$ cat src/rtl/lsu_mem_master.sv
// Load/store initiator between the CPU datapath and a word-addressed 32-bit RAM.
// Handles byte/halfword stores by read-modify-write and extends sub-word load data.
module lsu_mem_master #(
   parameter int ADDR_W = 10
) (
   input  logic              clk,
   input  logic              clr,
   input  logic              req_valid,
   output logic              req_ready,
   input  logic              req_we,
   input  logic [1:0]        req_size,
   input  logic              req_signed,
   input  logic [31:0]       req_addr,
   input  logic [31:0]       req_wdata,
   output logic              resp_valid,
   output logic [31:0]       resp_rdata,
   output logic              resp_err,
   output logic              mem_en,
   output logic              mem_we,
   output logic [ADDR_W-1:0] mem_addr,
   output logic [31:0]       mem_wdata,
   input  logic [31:0]       mem_rdata,
   input  logic              mem_ack
);

   typedef enum logic [1:0] {S_IDLE, S_RD, S_WR, S_RESP} state_t;

   state_t              r_state;
   state_t              w_next;
   logic                r_we;
   logic                r_signed;
   logic [1:0]          r_size;
   logic [1:0]          r_lane;
   logic [15:0]         r_wdata;
   logic [ADDR_W-1:0]   r_mem_addr;
   logic [31:0]         r_mem_wdata;
   logic [31:0]         r_resp_rdata;
   logic                r_resp_err;

   logic                w_accept;
   logic                w_err;
   logic [7:0]          w_byte;
   logic [15:0]         w_half;
   logic [31:0]         w_load;
   logic [31:0]         w_merge;

   assign w_accept = (r_state == S_IDLE) && req_valid;
   assign w_err    = (req_size == 2'b11)
                   || ((req_size == 2'b01) && req_addr[0])
                   || ((req_size == 2'b10) && (req_addr[1:0] != 2'b00))
                   || (|req_addr[31:ADDR_W+2]);

   assign mem_addr   = r_mem_addr;
   assign mem_wdata  = r_mem_wdata;
   assign resp_rdata = r_resp_rdata;
   assign resp_err   = r_resp_err;

   // Little-endian lane extraction and merge on the word returned by the RAM
   always_comb begin
      w_byte  = mem_rdata[{r_lane, 3'b000} +: 8];
      w_half  = mem_rdata[{r_lane[1], 4'b0000} +: 16];
      w_merge = mem_rdata;
      unique case (r_size)
         2'b00: begin
            w_load = {{24{r_signed & w_byte[7]}}, w_byte};
            w_merge[{r_lane, 3'b000} +: 8] = r_wdata[7:0];
         end
         2'b01: begin
            w_load = {{16{r_signed & w_half[15]}}, w_half};
            w_merge[{r_lane[1], 4'b0000} +: 16] = r_wdata;
         end
         default: w_load = mem_rdata;
      endcase
   end

   always_comb begin
      w_next     = r_state;
      req_ready  = 1'b0;
      resp_valid = 1'b0;
      mem_en     = 1'b0;
      mem_we     = 1'b0;
      unique case (r_state)
         S_IDLE: begin
            req_ready = 1'b1;
            if (req_valid) begin
               if (w_err)                                w_next = S_RESP;
               else if (req_we && (req_size == 2'b10))   w_next = S_WR;
               else                                      w_next = S_RD;
            end
         end
         S_RD: begin
            mem_en = 1'b1;
            if (mem_ack) w_next = r_we ? S_WR : S_RESP;
         end
         S_WR: begin
            mem_en = 1'b1;
            mem_we = 1'b1;
            if (mem_ack) w_next = S_RESP;
         end
         S_RESP: begin
            resp_valid = 1'b1;
            w_next     = S_IDLE;
         end
         default: w_next = S_IDLE;
      endcase
   end

   always_ff @(posedge clk or posedge clr) begin
      if (clr) begin
         r_state      <= S_IDLE;
         r_we         <= 1'b0;
         r_signed     <= 1'b0;
         r_size       <= '0;
         r_lane       <= '0;
         r_wdata      <= '0;
         r_mem_addr   <= '0;
         r_mem_wdata  <= '0;
         r_resp_rdata <= '0;
         r_resp_err   <= 1'b0;
      end else begin
         r_state <= w_next;
         if (w_accept) begin
            r_we         <= req_we;
            r_signed     <= req_signed;
            r_size       <= req_size;
            r_lane       <= req_addr[1:0];
            r_wdata      <= req_wdata[15:0];
            r_resp_err   <= w_err;
            r_resp_rdata <= '0;
            // Errored requests never reach the RAM, so its address/data are left alone
            if (!w_err) begin
               r_mem_addr <= req_addr[ADDR_W+1:2];
               if (req_we && (req_size == 2'b10)) r_mem_wdata <= req_wdata;
            end
         end
         if ((r_state == S_RD) && mem_ack) begin
            if (r_we) r_mem_wdata  <= w_merge;
            else      r_resp_rdata <= w_load;
         end
      end
   end

endmodule

$ cat config.mk
export PLATFORM = sky130hd
export DESIGN_NAME = lsu_mem_master
export DESIGN_NICKNAME = d
export VERILOG_FILES = /design/src/rtl/lsu_mem_master.sv
export SDC_FILE = /design/constraint.sdc
export NUM_CORES = 1
export LEC_CHECK = 0
export CORE_AREA = 2 2 116 118
export DETAILED_ROUTE_END_ITERATION = 16
export DIE_AREA = 0 0 118 120
export PLACE_DENSITY = 0.81
export SYNTH_ARGS = -nofsm -noshare
export SYNTH_HDL_FRONTEND = slang
export SYNTH_SLANG_ARGS = --single-unit
$ cat constraint.sdc
create_clock -name clk -period 6.85 [get_ports clk]
set_clock_uncertainty 0.2 [all_clocks]
set_input_delay 1.0275 -clock clk [delete_from_list [all_inputs] [get_ports clk]]
set_output_delay 1.0275 -clock clk [all_outputs]
set_load 0.1 [all_outputs]
==> impl_summary.txt <==
----------------------------------------------------
[Pwr]
  Standby leakage power ... 3.06 nW
  Clock network power share ... 12.1%
  Total Power ... 4.44 mW
  Register share of total power ... 23.3%
  Internal power ... 1.93 mW
  Total power divided by cell area ... 570 nW/µm²
  Power share of the combinational group ... 64.6%
  Proportion of total power due to net switching ... 56.5%
  Worst IR drop on VDD ... 0.313 mV
  Switching power ... 2.51 mW

[Die]
  Total number of placement rows ... 42
  Chip Height ... 120 µm
  Die W ... 118 µm
  I/O pins ... 183
  Area inside the core boundary ... 13,000 µm²
  Initial standard-cell utilization of the core ... 42.8%
  Floorplan die area ... 14,200 µm²

[Clock tree]
  Largest buffer count on any clock path ... 2
  Clk pin slew, worst setup/hold paths ... 0.07 ns
  Count of hold buffers inserted by post-cts repair ... 0
  Total CTS buffers ... 9
  Total number of clock tree sinks ... 99
  Clock Latency Late Sink ... 0.36 ns
  Buffer count from post-CTS setup fixing ... 0
  Buffer cell driving the clock tree root ... clkbuf_16
  Total of cells resized after clock tree synthesis ... 0
  Clock tree from TritonCTS ... done
  Number of H-tree levels ... 3

[Yosys]
  Number of register bits inferred by synthesis ... 99
  Post-Synth Simple-Gate Area ... 13.3%
  XOR/XNOR Fraction of Synth Area ... 0%
  Synthesized-area fraction occupied by adder cells ... 2.03%
  Number of warnings issued by yosys ... 0
  Cells after Synth ... 565
  Count of unique library cells instantiated by Yosys ... 54
  Synthesized-area fraction occupied by ao, oa, aoi and oai cells ... 28.2%
  Avg Synthesized Cell Area ... 9.83 µm²
  Dominant combinational cell family by area after synthesis ... compound AO/OA/AOI/OAI gates
  Proportion of synthesized area in mux cells ... 7.96%
  Synthesized Nets ... 678
  Mapped cell area ... 5550 µm²
  Seq/Total Area, Yosys ... 44.6%

[Placement]
  Gp weighted congestion ... 0.937
  Count of buffers inserted at the top-level ports ... 182
  Pre-CTS worst setup slack ... 2.61 ns
  HPWL reported at the end of detailed placement ... 13.7 mm

[Routing]
  Via count ... 5,545
  Avg Vias per Cell ... 6.15
  Mean routed wirelength per cell ... 20.8 µm
  Final ANT Viol Nets ... 0
  Post-route DRC violation count ... 0
  Final Routed Wirelength ... 18.7 mm
  Detailed router's first-iteration violation count ... 659
  Length of the first detailed-routing pass in iterations ... 7

[Status]
  Status ... completed

[GRT]
  Initial antenna violation count ... 0
  Vias in the first global route ... 5,431
  GRT Util Overall ... 26.2%
  Total grt overflow ... 0
  Pin count of the biggest net entering global routing ... 57
  Global-route wire length before repair ... 29.2 mm

[Critical path]
  Worst-case reg-to-reg path depth ... 7
  Worst-path fanout max ... 25
  Cell Chain, Critical Path ... clkdlybuf4s50_1 > nor4_1 > nand4_1 > nor4_4 > or2_1 > o221a_2
  Startpoint class of the critical path ... input pin
  Type of destination of the critical path ... flip-flop
  Critical setup path kind ... in2reg
  Crit path DAT ... 4.01 ns
  Worst-path cell with the longest stage delay ... or2_1
  Critical Path Max Stage Delay ... 0.81 ns
  Data required time at the worst endpoint ... 6.95 ns

[STA]
  Transition at the pin with the smallest max-transition slack ... 1.17 ns
  Setup repair after global routing missed its margin ... false
  Total setup violations reported at the end of the flow ... 0
  Min Tclk post-route ... 3.91 ns
  Crit share post-route ... 57.1%
  Setup TNS ... 0 ns
  Smallest setup slack after layout ... 2.94 ns
  Max Slew Vio Count ... 0
  Max frequency ... 0.256 GHz
  Relative slew slack ... 22.0%
  Final hold vios ... 0

[Final layout]
  Most frequent standard cell in the layout excluding fill and tap cells ... clkdlybuf4s50_1
  Most frequent cells in the layout ... 182 x clkdlybuf4s50_1, 99 x dfrtp_1, 73 x a21oi_1, 48 x nand2_1, 33 x mux2_2
  Fillcell total ... 1,099
  Total number of nets in the final design ... 834
  Ant. Diodes ... 0
  Post-layout utilization of the core ... 60.0%
  Fraction of layout instances using a drive strength above 1 ... 9.64%
  Synth-to-Final Area Change ... 40.3%

[Worst hold path]
  Class of the most critical hold timing path ... reg2reg
  Hold path cells ... 2

[Job]
  Number of maximum-capacitance constraint violations ... 0

----------------------------------------------------
## critical path, delay by kind of cell
family	cells	cell delay [ns]
simple gates	4	2.24
compound gates	1	0.32
buf+inv	1	0.40
## final timing paths
| check | startpoint | end | slack, ns |
|---|---|---|---|
| worst min register to register | resp_rdata[14]$_DFF_PP0_ | resp_rdata[14]$_DFF_PP0_ | 0.30 |
| worst max-delay path | req_addr[17] | mem_wdata[3]$_DFF_PP0_ | 2.94 |
| worst min-delay path | resp_rdata[14]$_DFF_PP0_ | resp_rdata[14]$_DFF_PP0_ | 0.30 |
| max in group asynchronous | clr | r_wdata[7]$_DFFE_PP0P_ | 4.49 |
| worst max register to register | r_state[0]$_DFFE_PP0P_ | mem_wdata[3]$_DFF_PP0_ | 3.48 |
| min in group asynchronous | clr | resp_rdata[18]$_DFF_PP0_ | 0.90 |
## metrics by stage
stage / instance area [µm²] / hold slack [ns] / std cells
2_1_floorplan: 5550 / 0.281 / 565
3_3_place_gp: 7470 / 0.281 / 886
3_5_place_dp: 7470 / 0.295 / 886
4_1_cts: 7790 / 0.310 / 902
5_1_grt: 7790 / 0.323 / 902
6_report: 7790 / 0.300 / 902
## cell type report
| type | count | area (µm²) | area share, % |
|---|---|---|---|
| multi-input combinational | 414 | 2870 | 36.8 |
| sequential | 99 | 2480 | 31.8 |
| timing repair buffer | 190 | 1880 | 24.2 |
| clock buffer | 13 | 270 | 3.47 |
| tap | 176 | 220 | 2.83 |
| clock inverter | 3 | 43.8 | 0.562 |
| inverter | 7 | 28.8 | 0.369 |
## Yosys cell counts (all sizes together)
master | count | area share [%]
or4 | 1 | 0.14
nand2b | 9 | 1.0
nor3b | 2 | 0.27
nand4 | 1 | 0.11
a21boi | 1 | 0.14
ha | 9 | 2.0
a22o | 13 | 2.1
nor4 | 8 | 1.2
a221o | 3 | 0.54
mux2i | 7 | 1.3
o211ai | 1 | 0.14
a221oi | 10 | 1.6
nor3 | 16 | 1.4
o2bb2ai | 1 | 0.16
and4b | 1 | 0.18
and2 | 3 | 0.34
a211oi | 2 | 0.36
nand4b | 1 | 0.16
nor2b | 20 | 2.3
a21o | 6 | 0.81
mux2 | 33 | 6.7
o21bai | 4 | 0.74
a2bb2oi | 3 | 0.47
or2 | 2 | 0.23
or3 | 1 | 0.11
nor2 | 8 | 0.54
o31ai | 1 | 0.14
nand3 | 17 | 1.5
a31oi | 9 | 1.0
and3 | 2 | 0.23
buf | 9 | 0.99
o221a | 25 | 5.1
dfrtp | 99 | 45
clkbuf | 36 | 2.4
nand3b | 1 | 0.14
o2111ai | 6 | 0.95
a32oi | 4 | 0.63
o22ai | 9 | 1.0
inv | 7 | 0.47
o221ai | 9 | 1.4
a22oi | 14 | 1.9
nand2 | 50 | 3.4
a21oi | 73 | 6.6
o21ai | 28 | 2.5
## cells by family after synthesis
family | count (synthesis)
buf+inv | 52
compound gates | 222
fa+ha+maj | 9
flops | 99
mux | 40
simple gates | 143
## state kept, by name, summed over array words and instances, names as in the netlist, 2 cells and up
name and cells:
r_lane 2, r_size 2, mem_addr 10, resp_rdata 32, r_wdata 16, mem_wdata 32
r_state 2
## power groups by stage
stage / clock network (mW) / logic [mW] / registers (mW)
2_1_floorplan: 0 / 1.01 / 2.15
3_3_place_gp: 0 / 2.79 / 1.03
3_5_place_dp: 0 / 2.84 / 1.04
4_1_cts: 0.544 / 2.85 / 1.03
5_1_grt: 0.562 / 2.99 / 1.06
6_report: 0.537 / 2.87 / 1.04
## per-layer routing
layer | vias to the layer above | share of wire [%] | global-route usage (%)
met4 | 0 | 3.0 | 9.71
li1 | 2478 | - | -
met5 | - | 0 | 0
met2 | 295 | 49 | 44.3
met3 | 47 | 8.1 | 6.37
met1 | 2725 | 40 | 32.7
No activity file was read; power rests on OpenSTA's default activity.
